==> config.mk <==
export PLATFORM = sky130hd
export DESIGN_NAME = axil_access_arbiter
export DESIGN_NICKNAME = d
export VERILOG_FILES = /design/src/rtl/axil_access_arbiter.sv
export SDC_FILE = /design/constraint.sdc
export NUM_CORES = 1
export LEC_CHECK = 0
export CAP_MARGIN = 20
export CORE_MARGIN = 1
export CORE_UTILIZATION = 54
export CTS_CLUSTER_DIAMETER = 150
export CTS_CLUSTER_SIZE = 24
export DETAILED_ROUTE_END_ITERATION = 8
export DONT_BUFFER_PORTS = 1
export PLACE_DENSITY_LB_ADDON = 0.3
export SLEW_MARGIN = 20
export SYNTH_ARGS = -nofsm -noshare
export SYNTH_HDL_FRONTEND = slang
export SYNTH_SLANG_ARGS = --single-unit
export TNS_END_PERCENT = 100
==> constraint.sdc <==
create_clock -name clk -period 2.45 [get_ports clk]
set_input_delay 0.245 -clock clk [delete_from_list [all_inputs] [get_ports clk]]
set_output_delay 0.245 -clock clk [all_outputs]
set_load 0.03 [all_outputs]
==> src/rtl/axil_access_arbiter.sv <==
// axil_access_arbiter: shares one AXI-Lite master port among NUM_REQ single-beat requesters.
// Latency: grant is combinational in IDLE, AW/W or AR valid next cycle, rsp_valid one cycle after B/R handshake.
// Backpressure: one transaction in flight; req_ready withheld until IDLE; AXI valids held until accepted.
// Build option AXIL_ARB_ROUND_ROBIN_EN selects round-robin arbitration (default: fixed lowest-index priority).
module axil_access_arbiter #(
  parameter int NUM_REQ    = 2,
  parameter int DATA_WIDTH = 32,
  parameter int ADDR_WIDTH = 5,
  parameter int STRB_WIDTH = DATA_WIDTH / 8
) (
  input  logic                             clk,
  input  logic                             rst_n,
  input  logic [NUM_REQ-1:0]               req_valid,
  input  logic [NUM_REQ-1:0]               req_write,
  input  logic [NUM_REQ*ADDR_WIDTH-1:0]    req_addr,
  input  logic [NUM_REQ*DATA_WIDTH-1:0]    req_wdata,
  input  logic [NUM_REQ*STRB_WIDTH-1:0]    req_wstrb,
  output logic [NUM_REQ-1:0]               req_ready,
  output logic [NUM_REQ-1:0]               rsp_valid,
  output logic [DATA_WIDTH-1:0]            rsp_rdata,
  output logic [1:0]                       rsp_resp,
  output logic [ADDR_WIDTH-1:0]            m_axil_awaddr,
  output logic [2:0]                       m_axil_awprot,
  output logic                             m_axil_awvalid,
  input  logic                             m_axil_awready,
  output logic [DATA_WIDTH-1:0]            m_axil_wdata,
  output logic [STRB_WIDTH-1:0]            m_axil_wstrb,
  output logic                             m_axil_wvalid,
  input  logic                             m_axil_wready,
  input  logic [1:0]                       m_axil_bresp,
  input  logic                             m_axil_bvalid,
  output logic                             m_axil_bready,
  output logic [ADDR_WIDTH-1:0]            m_axil_araddr,
  output logic [2:0]                       m_axil_arprot,
  output logic                             m_axil_arvalid,
  input  logic                             m_axil_arready,
  input  logic [DATA_WIDTH-1:0]            m_axil_rdata,
  input  logic [1:0]                       m_axil_rresp,
  input  logic                             m_axil_rvalid,
  output logic                             m_axil_rready
);

  localparam int IDX_W = (NUM_REQ > 1) ? $clog2(NUM_REQ) : 1;

  typedef enum logic [2:0] {
    IDLE    = 3'd0,
    WR_REQ  = 3'd1,
    WR_RESP = 3'd2,
    RD_REQ  = 3'd3,
    RD_RESP = 3'd4
  } state_t;

  state_t                  state_q;
  logic [IDX_W-1:0]        idx_q;
  logic [ADDR_WIDTH-1:0]   addr_q;
  logic [DATA_WIDTH-1:0]   wdata_q;
  logic [STRB_WIDTH-1:0]   wstrb_q;
  logic                    awvalid_q, wvalid_q, arvalid_q, bready_q, rready_q;
  logic [NUM_REQ-1:0]      rsp_valid_q;
  logic [DATA_WIDTH-1:0]   rdata_q;
  logic [1:0]              resp_q;

  logic                    gnt_vld;
  logic [IDX_W-1:0]        gnt_idx;
  logic                    sel_write;
  logic [ADDR_WIDTH-1:0]   sel_addr;
  logic [DATA_WIDTH-1:0]   sel_wdata;
  logic [STRB_WIDTH-1:0]   sel_wstrb;
  logic [NUM_REQ-1:0]      idx_onehot;
  logic                    aw_done, w_done;

`ifdef AXIL_ARB_ROUND_ROBIN_EN
  logic [IDX_W-1:0]        ptr_q, ptr_d, cand;

  // Round-robin: scan from the pointer; the requester closest after it wins.
  always_comb begin
    gnt_vld = 1'b0;
    gnt_idx = '0;
    cand    = '0;
    for (int k = NUM_REQ - 1; k >= 0; k--) begin
      cand = IDX_W'((int'(ptr_q) + k) % NUM_REQ);
      if (req_valid[cand]) begin
        gnt_vld = 1'b1;
        gnt_idx = cand;
      end
    end
    ptr_d = (gnt_idx == IDX_W'(NUM_REQ - 1)) ? '0 : gnt_idx + IDX_W'(1);
  end

  // Move the pointer just past each winner so every requester gets its turn.
  always_ff @(posedge clk or negedge rst_n) begin
    if (!rst_n) begin
      ptr_q <= '0;
    end else if (state_q == IDLE && gnt_vld) begin
      ptr_q <= ptr_d;
    end
  end
`else
  // Fixed priority: the lowest requesting index wins.
  always_comb begin
    gnt_vld = 1'b0;
    gnt_idx = '0;
    for (int k = NUM_REQ - 1; k >= 0; k--) begin
      if (req_valid[k]) begin
        gnt_vld = 1'b1;
        gnt_idx = IDX_W'(k);
      end
    end
  end
`endif

  // Mux the winner's command fields out of the packed request buses.
  always_comb begin
    sel_write = 1'b0;
    sel_addr  = '0;
    sel_wdata = '0;
    sel_wstrb = '0;
    for (int i = 0; i < NUM_REQ; i++) begin
      if (gnt_idx == IDX_W'(i)) begin
        sel_write = req_write[i];
        sel_addr  = req_addr[i*ADDR_WIDTH +: ADDR_WIDTH];
        sel_wdata = req_wdata[i*DATA_WIDTH +: DATA_WIDTH];
        sel_wstrb = req_wstrb[i*STRB_WIDTH +: STRB_WIDTH];
      end
    end
  end

  // Accept pulse to the winner while idle, and the one-hot of the registered owner.
  always_comb begin
    req_ready  = '0;
    idx_onehot = '0;
    for (int i = 0; i < NUM_REQ; i++) begin
      req_ready[i]  = rst_n && (state_q == IDLE) && gnt_vld && (gnt_idx == IDX_W'(i));
      idx_onehot[i] = (idx_q == IDX_W'(i));
    end
  end

  // A write channel is finished once its valid is gone or is being accepted now.
  assign aw_done = !awvalid_q || m_axil_awready;
  assign w_done  = !wvalid_q  || m_axil_wready;

  // Transaction sequencer with registered AXI handshake and response outputs.
  always_ff @(posedge clk or negedge rst_n) begin
    if (!rst_n) begin
      state_q     <= IDLE;
      idx_q       <= '0;
      addr_q      <= '0;
      wdata_q     <= '0;
      wstrb_q     <= '0;
      awvalid_q   <= 1'b0;
      wvalid_q    <= 1'b0;
      arvalid_q   <= 1'b0;
      bready_q    <= 1'b0;
      rready_q    <= 1'b0;
      rsp_valid_q <= '0;
      rdata_q     <= '0;
      resp_q      <= 2'b00;
    end else begin
      rsp_valid_q <= '0;
      case (state_q)
        IDLE: begin
          if (gnt_vld) begin
            idx_q   <= gnt_idx;
            addr_q  <= sel_addr;
            wdata_q <= sel_wdata;
            wstrb_q <= sel_wstrb;
            if (sel_write) begin
              awvalid_q <= 1'b1;
              wvalid_q  <= 1'b1;
              state_q   <= WR_REQ;
            end else begin
              arvalid_q <= 1'b1;
              state_q   <= RD_REQ;
            end
          end
        end
        WR_REQ: begin
          if (awvalid_q && m_axil_awready) awvalid_q <= 1'b0;
          if (wvalid_q && m_axil_wready)   wvalid_q  <= 1'b0;
          if (aw_done && w_done) begin
            bready_q <= 1'b1;
            state_q  <= WR_RESP;
          end
        end
        WR_RESP: begin
          if (m_axil_bvalid) begin
            resp_q      <= m_axil_bresp;
            bready_q    <= 1'b0;
            rsp_valid_q <= idx_onehot;
            state_q     <= IDLE;
          end
        end
        RD_REQ: begin
          if (m_axil_arready) begin
            arvalid_q <= 1'b0;
            rready_q  <= 1'b1;
            state_q   <= RD_RESP;
          end
        end
        RD_RESP: begin
          if (m_axil_rvalid) begin
            rdata_q     <= m_axil_rdata;
            resp_q      <= m_axil_rresp;
            rready_q    <= 1'b0;
            rsp_valid_q <= idx_onehot;
            state_q     <= IDLE;
          end
        end
        default: state_q <= IDLE;
      endcase
    end
  end

  assign m_axil_awaddr  = addr_q;
  assign m_axil_awprot  = 3'b000;
  assign m_axil_awvalid = awvalid_q;
  assign m_axil_wdata   = wdata_q;
  assign m_axil_wstrb   = wstrb_q;
  assign m_axil_wvalid  = wvalid_q;
  assign m_axil_bready  = bready_q;
  assign m_axil_araddr  = addr_q;
  assign m_axil_arprot  = 3'b000;
  assign m_axil_arvalid = arvalid_q;
  assign m_axil_rready  = rready_q;
  assign rsp_valid      = rsp_valid_q;
  assign rsp_rdata      = rdata_q;
  assign rsp_resp       = resp_q;

endmodule

==> out/results.tsv, run 1 <==
stage	metric	value	unit
power	max-vdd-ir-drop	0.831	mV
synth	syn-cell-area	0.00401	mm²
cts	tritoncts	built	
route	post-route-drc-count	0	
critical_path	critical_path_class	flop to flop	
layout	fin_util	58.8	%
grt	grt_first_pass_wirelength	12.0	mm
sta	finalClockSkew	0.00773	ns
placement	place_congestion	0.838	
cts	clk_pin_slew	0.08	ns
route	viasPerCell	5.66	
synth	synth_cells	335	
sta	slew_headroom	53.7	%
sta	rsz0062_at_grt	no	
synth	yosysSeqAreaShare	53.7	%
placement	place_inst	412	
grt	antenna_found_initial	0	
synth	synth-seq-cells	86	
synth	ys.flop_type	dfrtp_1	
sta	finalSetupViolCount	0	
sta	final.setup.worst_slack	0.344	ns
critical_path	crit_required	2.67	ns
cts	cts_resized	0	
critical_path	r2r-start	state_q[1]	
critical_path	worst_setup_path_end_kind	flop	
floorplanning	coreArea	0.00721	mm²
sta	period_share	86.0	%
sta	finalSetupTns	0	ns
placement	dpl_worst_slack	0.351	ns
critical_path	max_stage_delay	0.58	ns
critical_path	start_kind	flop	
layout	seqCellArea	0.00215	mm²
synth	postSynth.asyncResetShare	100	%
placement	post-dp-hpwl	5.89	mm
floorplanning	die_area	0.00777	mm²
layout	mostFrequentLayoutCell	dfrtp_1	
grt	grt_pass1_vias	2405	
layout	synthToLayoutAreaGrowth	5.90	%
grt	overflow	0	
route	ant_nets	0	
critical_path	cp_max_fo	22	
critical_path	regToRegSetupSlack	0.34	ns
synth	synth_edf_count	0	
floorplanning	die_h	88.2	µm
synth	ys_warn_count	0	
run_status	run_status	complete, no violations	
floorplanning	start_util	55.6	%
route	drt-total-wl	8.32	mm
critical_path	slowest_stage	or3b_1	
layout	fin_cells	431	
layout	nFillCells	608	
cts	cts_made_buffers	9	
layout	fin_nets	457	
synth	synth_area_per_cell	12.0	µm²
cts	clkSinkCount	86	
worst_hold_path	min_from	m_axil_rdata[14]	
layout	antennaDiodeCount	0	
sta	slew_viol_final	0	
sta	max_freq	475	MHz
route	drtIter0Drc	53	
sta	worstMarginPinSlew	0.694	ns
layout	multiInputGateArea	0.00165	mm²
cts	cts_buffer_depth	2	
grt	grt_max_degree	87	
layout	layout.cells.most_common_list	86 x dfrtp_1, 49 x nand2_1, 44 x mux2i_1	
cts	ctsHtreeMaxLevel	3	
layout	drive_gt1_share	16.0	%
cts	root_buffer	clkbuf_8	
sta	layout_min_cycle_time	2.11	ns
grt	gr-usage-all-layers	20.9	%
route	avgRoutedWirePerCell	19.3	µm
critical_path	arrival	2.33	ns
power	p_leak	0.00210	µW
critical_path	critPathLaunch	state_q[1]	
synth	yosysUniqueCellTypes	36	
floorplanning	rows	31	
job	maxCapViolCount	0	
worst_hold_path	hold_class	input pin to flop	
power	power.density	1520	mW/mm²
sta	hold_viol_final	0	
route	via_count	2440	
floorplanning	die_w	88.2	µm
route	drtPass1Iterations	4	
critical_path	path_cells	or3b_1 -> nor2_8 -> buf_12 -> mux2_1	
cts	clkLatencyLatePin	0.34	ns
placement	port_buffers	0	
floorplanning	ios	224	
[routing by layer]
metal	wire length, µm	global-route usage, %	share of wire, %
met4	153	9.97	1.8
met1	3070	23.9	37
met2	4060	34.5	49
met3	1040	7.82	12
met5	0	0	0
[registers in the layout, summed over array words and instances (netlist names)]
signal,cells
rsp_rdata,32
state_q,3
m_axil_bready,1
rsp_resp,2
m_axil_wstrb,4
rsp_valid,2
m_axil_araddr,5
idx_q,1
m_axil_arvalid,1
m_axil_wvalid,1
m_axil_rready,1
m_axil_awvalid,1
m_axil_wdata,32
[area by class of cell]
| cell class | count | area share [%] |
|---|---|---|
| Clock buffer | 11 | 3.09 |
| Clock inverter | 4 | 1.71 |
| Inverter | 3 | 0.265 |
| Multi-Input combinational cell | 219 | 38.8 |
| Sequential cell | 86 | 50.7 |
| Tap cell | 99 | 2.92 |
| Timing Repair Buffer | 9 | 2.53 |
[power by group]
| group | switching (µW) | internal [µW] |
|---|---|---|
| registers | 1940 | 2070 |
| logic | 688 | 713 |
| clock network | 459 | 568 |
[Yosys cell counts, types with 3 or more instances]
| library cell | instances | area [µm²] |
|---|---|---|
| nand3b_1 | 3 | 22.5 |
| o21ai_0 | 28 | 140 |
| nor2_1 | 6 | 22.5 |
| nand2b_1 | 3 | 18.8 |
| buf_4 | 11 | 82.6 |
| inv_1 | 3 | 11.3 |
| mux2i_1 | 44 | 440 |
| buf_2 | 5 | 25.0 |
| nand2_1 | 49 | 184 |
| dfrtp_1 | 86 | 2150 |
| mux2_4 | 30 | 450 |
| buf_12 | 3 | 60.1 |
| clkbuf_1 | 11 | 41.3 |
| a21oi_1 | 8 | 40.0 |
| o21ai_1 | 16 | 80.1 |
[through the flow]
step                      power, µW  instance area, µm²  hold WS [ns]
after global routing           6800                4250        0.0213
after detailed placement       5420                3980       -0.0488
after global placement         5320                3980       -0.0491
after CTS                      6500                4250        0.0243
final                          6440                4250        0.0452
after floorplan                5120                4030       -0.0506
[cell families after synthesis]
family / count (synthesis) / synth area share (%)
AO/OA/AOI/OAI: 61 / 8.27
multiplexers: 76 / 22.8
buffers and inverters: 35 / 6.05
flip-flops: 86 / 53.7
other: 1 / 0.0935
AND/OR/NAND/NOR: 76 / 9.11
[worst max-delay path: cells and delay by family (launching register included)]
family / cells / cell delay [ns]
muxes: 1 / 0.34
buffers and inverters: 1 / 0.24
and+or+nand+nor: 2 / 0.88
DFF: 1 / 0.52
[worst paths after layout]
path / end / depth (start not counted)
max: rsp_rdata[15] / 4
min: rsp_rdata[14] / 1
max reg2reg: rsp_rdata[15] / 4
min reg2reg: rsp_valid[0] / 1
max in group asynchronous: m_axil_awvalid / 2
min in group asynchronous: rsp_rdata[1] / 2
[timing repair]
item / 4_1_cts / 5_1_grt
setup buffers: 0 / 0
hold buffers: 4 / 0
hold endpoints to repair: 89 / 0
Note: power is estimated with default switching activity, not from simulation.
==> run 2: changes to the inputs <==
--- a/config.mk
+++ b/config.mk
@@ -12,6 +12,7 @@
 export CTS_CLUSTER_SIZE = 24
 export DETAILED_ROUTE_END_ITERATION = 8
 export DONT_BUFFER_PORTS = 1
+export MAX_ROUTING_LAYER = met4
 export PLACE_DENSITY_LB_ADDON = 0.3
 export SLEW_MARGIN = 20
 export SYNTH_ARGS = -nofsm -noshare
==> out/results.tsv, run 2 (synthesized netlist as in run 1, its figures left out) <==
stage	metric	value	unit	change
run_status	run_status	complete, no violations		
critical_path	crit_family	simple AND/OR/NAND/NOR gates		
placement	place_congestion	0.851		+1.6%
route	avgRoutedWirePerCell	19.2	µm	-0.49%
route	drtIter0Drc	54		+1.9%
power	p_leak	0.00210	µW	unchanged
critical_path	arrival	2.32	ns	about the same
power	max-vdd-ir-drop	0.833	mV	+0.19%
floorplanning	die_w	88.2	µm	unchanged
floorplanning	rows	31		unchanged
sta	period_share	85.8	%	-0.19 points
critical_path	crit_required	2.67	ns	about the same
critical_path	slowest_stage	or3b_1		
layout	mostFrequentLayoutCell	dfrtp_1		
sta	rsz0062_at_grt	no		
grt	grt_max_degree	87		unchanged
critical_path	path_cells	or3b_1 -> nor2_8 -> buf_12 -> mux2_1		
cts	tritoncts	built		
route	drtPass1Iterations	4		unchanged
layout	drive_gt1_share	16.0	%	unchanged
grt	grt_first_pass_wirelength	12.0	mm	+0.12%
critical_path	cp_max_fo	22		unchanged
layout	fin_nets	457		unchanged
floorplanning	start_util	55.6	%	unchanged
cts	cts_setup_buffers	0		unchanged
cts	cts_resized	0		unchanged
sta	finalSetupViolCount	0		unchanged
route	ant_nets	0		unchanged
power	p_switching	3080	µW	about the same
floorplanning	coreArea	0.00721	mm²	unchanged
power	p_int	3350	µW	about the same
layout	layout.cells.most_common_list	86 x dfrtp_1, 49 x nand2_1, 44 x mux2i_1		
layout	antennaDiodeCount	0		unchanged
layout	synthToLayoutAreaGrowth	5.90	%	unchanged
grt	overflow	0		unchanged
cts	root_buffer	clkbuf_8		
sta	slew_headroom	53.9	%	+0.12 points
critical_path	worst_setup_path_end_kind	flop		
sta	layout_min_cycle_time	2.10	ns	-0.00462 ns
route	post-route-drc-count	0		unchanged
placement	port_buffers	0		unchanged
sta	slew_viol_final	0		unchanged
placement	post-dp-hpwl	5.89	mm	unchanged
floorplanning	die_h	88.2	µm	unchanged
grt	grt_pass1_vias	2403		-0.083%
sta	worstMarginPinSlew	0.692	ns	-0.00179 ns
route	via_count	2444		+0.16%
cts	clk_pin_slew	0.08	ns	about the same
layout	fin_util	58.8	%	unchanged
power	switching_share	47.9	%	about the same
job	maxCapViolCount	0		unchanged
sta	max_freq	476	MHz	+0.22%
power	power.density	1520	mW/mm²	about the same
sta	finalSetupTns	0	ns	unchanged
critical_path	critical_path_class	flop to flop		
cts	ctsHtreeMaxLevel	3		unchanged
critical_path	path_buf_inv	1		unchanged
critical_path	start_kind	flop		
grt	antenna_found_initial	0		unchanged
grt	gr-usage-all-layers	21.5	%	+0.63 points
cts	clkLatencyLatePin	0.34	ns	about the same
cts	clkSinkCount	86		unchanged
floorplanning	ios	224		unchanged
critical_path	max_stage_delay	0.58	ns	about the same
layout	nFillCells	608		unchanged
cts	cts_made_buffers	9		unchanged
power	p_clk_share	16.0	%	about the same
route	drt-total-wl	8.28	mm	-0.49%
power	comb_power_share	21.8	%	about the same
power	seqPwrFrac	62.3	%	about the same
worst_hold_path	hold_class	input pin to flop		
sta	finalClockSkew	0.00739	ns	-0.000340 ns
cts	cts_buffer_depth	2		unchanged
sta	hold_viol_final	0		unchanged
floorplanning	die_area	0.00777	mm²	unchanged
route	viasPerCell	5.67		+0.16%
## run 2: cell counts in the layout (fill, tap and decap cells not counted)
No cell type changed its count.
## run 2: path summary, 6_finish.rpt
check                      slack (ns)        startpoint        endpoint  cells past startpoint
min in group asynchronous        0.48             rst_n    rsp_rdata[1]                      2
max in group asynchronous        1.67             rst_n  m_axil_awvalid                      2
min                              0.05  m_axil_rdata[14]   rsp_rdata[14]                      1
max                              0.35        state_q[1]   rsp_rdata[15]                      4
max reg2reg                      0.35        state_q[1]   rsp_rdata[15]                      4
min reg2reg                      0.47             idx_q    rsp_valid[0]                      1
## run 2: per-layer routing
| layer | global-route usage, % | share of wire [%] |
|---|---|---|
| met5 | - | 0 |
| met4 | 9.97 | 2.1 |
| met3 | 6.60 | 11 |
| met2 | 34.5 | 49 |
| met1 | 24.5 | 39 |
## run 2: power by group through the flow
| stage | sequential [µW] | combinational (µW) | clock, µW |
|---|---|---|---|
| floorplan | 3740 | 1380 | 0 |
| global placement | 4020 | 1290 | 0 |
| detailed placement | 4030 | 1390 | 0 |
| CTS | 4020 | 1420 | 1060 |
| global route | 4100 | 1590 | 1110 |
| finish | 4010 | 1400 | 1030 |
## run 2: area by class of cell
cell class / instances / area [µm²] / area share, %
tap: 99 / 124 / 2.92
clock inverter: 4 / 72.6 / 1.71
timing repair buffer: 9 / 108 / 2.53
multi-input combinational: 219 / 1650 / 38.8
inverter: 3 / 11.3 / 0.265
sequential: 86 / 2150 / 50.7
clock buffer: 11 / 131 / 3.09
## run 2: worst register-to-register path, cell delays in order (launching register included)
cell	delay [ns]
dfrtp_1	0.51
or3b_1	0.59
nor2_8	0.30
buf_12	0.25
mux2_1	0.35
## run 2: repair_timing
action | in CTS | in global routing
hold endpoints to repair | 89 | 0
endpoints found under the setup margin | 0 | 0
hold buffers | 4 | 0
## run 2: metrics by stage
stage	setup slack, ns	cell area (µm²)	hold WS, ns	total power, µW	std cells
finish	0.348	4250	0.0461	6440	431
global route	0.255	4250	0.0241	6800	431
CTS	0.339	4250	0.0243	6500	431
detailed placement	0.351	3980	-0.0488	5420	412
global placement	0.420	3980	-0.0491	5320	412
floorplan	0.726	4030	-0.0506	5120	340
==> run 3: changes to the inputs <==
--- a/config.mk
+++ b/config.mk
@@ -7,7 +7,7 @@
 export LEC_CHECK = 0
 export CAP_MARGIN = 20
 export CORE_MARGIN = 1
-export CORE_UTILIZATION = 54
+export CORE_UTILIZATION = 50
 export CTS_CLUSTER_DIAMETER = 150
 export CTS_CLUSTER_SIZE = 24
 export DETAILED_ROUTE_END_ITERATION = 8
==> out/results.tsv, run 3 (synthesized netlist as in run 1, its figures left out) <==
stage	metric	value	unit	change
run_status	run_status	complete, no violations		
critical_path	worst_setup_path_end_kind	primary output		
floorplanning	die_h	91.5	µm	+3.8%
critical_path	start_kind	flop		
layout	fin_cells	434		+0.70%
route	drtPass1Iterations	4		unchanged
layout	drive_gt1_share	16.3	%	+0.30 points
route	drtIter0Drc	72		+33%
power	seqPwrFrac	61.8	%	-0.5 points
grt	grt_first_pass_wirelength	12.0	mm	-0.12%
power	max-vdd-ir-drop	0.592	mV	-29%
cts	root_buffer	clkbuf_8		
placement	post-dp-hpwl	5.60	mm	-5.0%
sta	finalSetupTns	0	ns	unchanged
power	power.density	1510	mW/mm²	-0.21%
floorplanning	start_util	51.9	%	-3.7 points
layout	multiInputGateArea	0.00165	mm²	unchanged
critical_path	cp_max_fo	12		-45%
grt	antenna_found_initial	0		unchanged
sta	rsz0062_at_grt	no		
floorplanning	rows	32		+3.2%
critical_path	path_cells	nor3_2 -> and3_1		
critical_path	critical_path_class	flop to primary output		
cts	clk_pin_slew	0.09	ns	about the same
sta	slew_viol_final	0		unchanged
power	p_switching	3080	µW	about the same
layout	synthToLayoutAreaGrowth	6.62	%	
cts	cts_buffer_depth	2		unchanged
floorplanning	die_area	0.00838	mm²	+7.8%
grt	grt_pass1_vias	2252		-6.3%
floorplanning	coreArea	0.00773	mm²	+7.1%
route	ant_nets	0		unchanged
route	drt-total-wl	8.01	mm	-3.3%
critical_path	slowest_stage	dfrtp_1		
sta	max_freq	493	MHz	+3.7%
worst_hold_path	hold_class	input pin to flop		
critical_path	cp.depth	2		-2
cts	tritoncts	built		
layout	layout.cells.most_common_list	86 x dfrtp_1, 49 x nand2_1, 44 x mux2i_1		
route	post-route-drc-count	0		unchanged
cts	ctsHtreeMaxLevel	3		unchanged
power	p_int	3390	µW	+0.98%
sta	slew_headroom	60.2	%	+6.3 points
grt	overflow	0		unchanged
floorplanning	die_w	91.5	µm	+3.8%
layout	mostFrequentLayoutCell	dfrtp_1		
sta	finalSetupViolCount	0		unchanged
power	p_leak	0.00211	µW	+0.68%
layout	fin_nets	456		-0.22%
critical_path	crit_family	simple AND/OR/NAND/NOR gates		
cts	clkLatencyLatePin	0.34	ns	about the same
power	p_clk_share	17.0	%	+1.0 points
placement	port_buffers	0		unchanged
job	maxCapViolCount	0		unchanged
route	via_count	2392		-2.1%
route	avgRoutedWirePerCell	18.4	µm	-4.0%
placement	place_congestion	0.849		-0.24%
grt	grt_max_degree	87		unchanged
critical_path	max_stage_delay	0.51	ns	-0.07 ns
layout	antennaDiodeCount	0		unchanged
power	comb_power_share	21.2	%	-0.6 points
layout	nFillCells	640		+5.3%
layout	seqCellArea	0.00215	mm²	unchanged
critical_path	worst-r2r-cell-count	4		unchanged
critical_path	crit_required	2.20	ns	-0.47 ns
critical_path	path_buf_inv	0		-1
placement	place_inst	414		+0.49%
worst_hold_path	whs_path_depth	1		unchanged
cts	cts_made_buffers	9		unchanged
sta	worstMarginPinSlew	0.598	ns	-0.0946 ns
route	viasPerCell	5.51		-2.8%
sta	finalClockSkew	0.0103	ns	+0.00290 ns
sta	layout_min_cycle_time	2.03	ns	-0.0742 ns
cts	cts_setup_buffers	0		unchanged
floorplanning	ios	224		unchanged
cts	clkSinkCount	86		unchanged
sta	period_share	82.8	%	-3.0 points
sta	hold_viol_final	0		unchanged
grt	gr-usage-all-layers	19.7	%	-1.8 points
sta	final.setup.worst_slack	0.422	ns	+0.0742 ns
critical_path	arrival	1.78	ns	-0.54 ns
power	switching_share	47.6	%	-0.27 points
placement	dpl_worst_slack	0.471	ns	+0.119 ns
==> run 3: cell types whose count changed in the layout (fill, tap and decap cells not counted) <==
cell        delta
buf_12         +1
buf_4          -2
clkbuf_1       -1
clkbuf_8       +1
clkinv_4       +2
clkinvlp_4     -1
==> run 3: repair_timing <==
action / in CTS / in global routing
hold buffers: 4 / 0
gates resized for setup: 0 / 0
endpoints found under the hold margin: 89 / 0
==> run 3: path summary, 6_finish.rpt <==
kind | start | end | slack, ns
max in group asynchronous | rst_n | idx_q | 1.64
hold reg to reg | idx_q | rsp_valid[0] | 0.45
min in group asynchronous | rst_n | rsp_rdata[2] | 0.48
setup reg to reg | state_q[2] | rsp_rdata[15] | 0.47
hold / removal | m_axil_rdata[14] | rsp_rdata[14] | 0.04
setup / recovery | state_q[1] | req_ready[1] | 0.42
==> run 3: final cells by class <==
class                      count  area share, %
inverter                       3          0.263
tap                          102           2.99
clock inverter                 5           1.93
multi-input combinational    219           38.5
clock buffer                  11           3.31
sequential                    86           50.4
timing repair buffer           8           2.63
==> run 3: routing by layer <==
metal / track usage [%] / vias to the layer above / share of wire, %
met5: - / - / 0
met4: 7.14 / 0 / 1.3
met3: 6.53 / 8 / 9.6
met2: 31.1 / 154 / 47
met1: 23.6 / 1100 / 42
li1: - / 1130 / -
==> run 3: per-stage QoR <==
stage / cell area [µm²] / hold WS [ns] / total power [µW] / util [%]
floorplan: 4030 / -0.0506 / 5120 / -
global placement: 3990 / -0.0490 / 5310 / 51.7
detailed placement: 3990 / -0.0492 / 5380 / 51.7
CTS: 4270 / 0.0241 / 6530 / 55.3
global route: 4270 / 0.0186 / 6840 / 55.3
finish: 4270 / 0.0351 / 6470 / 55.3
==> run 3: power groups by stage <==
stage	registers [µW]	logic [µW]	clock network, µW
global placement	4020	1290	0
global route	4090	1560	1190
CTS	4000	1390	1130
floorplan	3740	1380	0
finish	4000	1370	1100
detailed placement	4030	1360	0
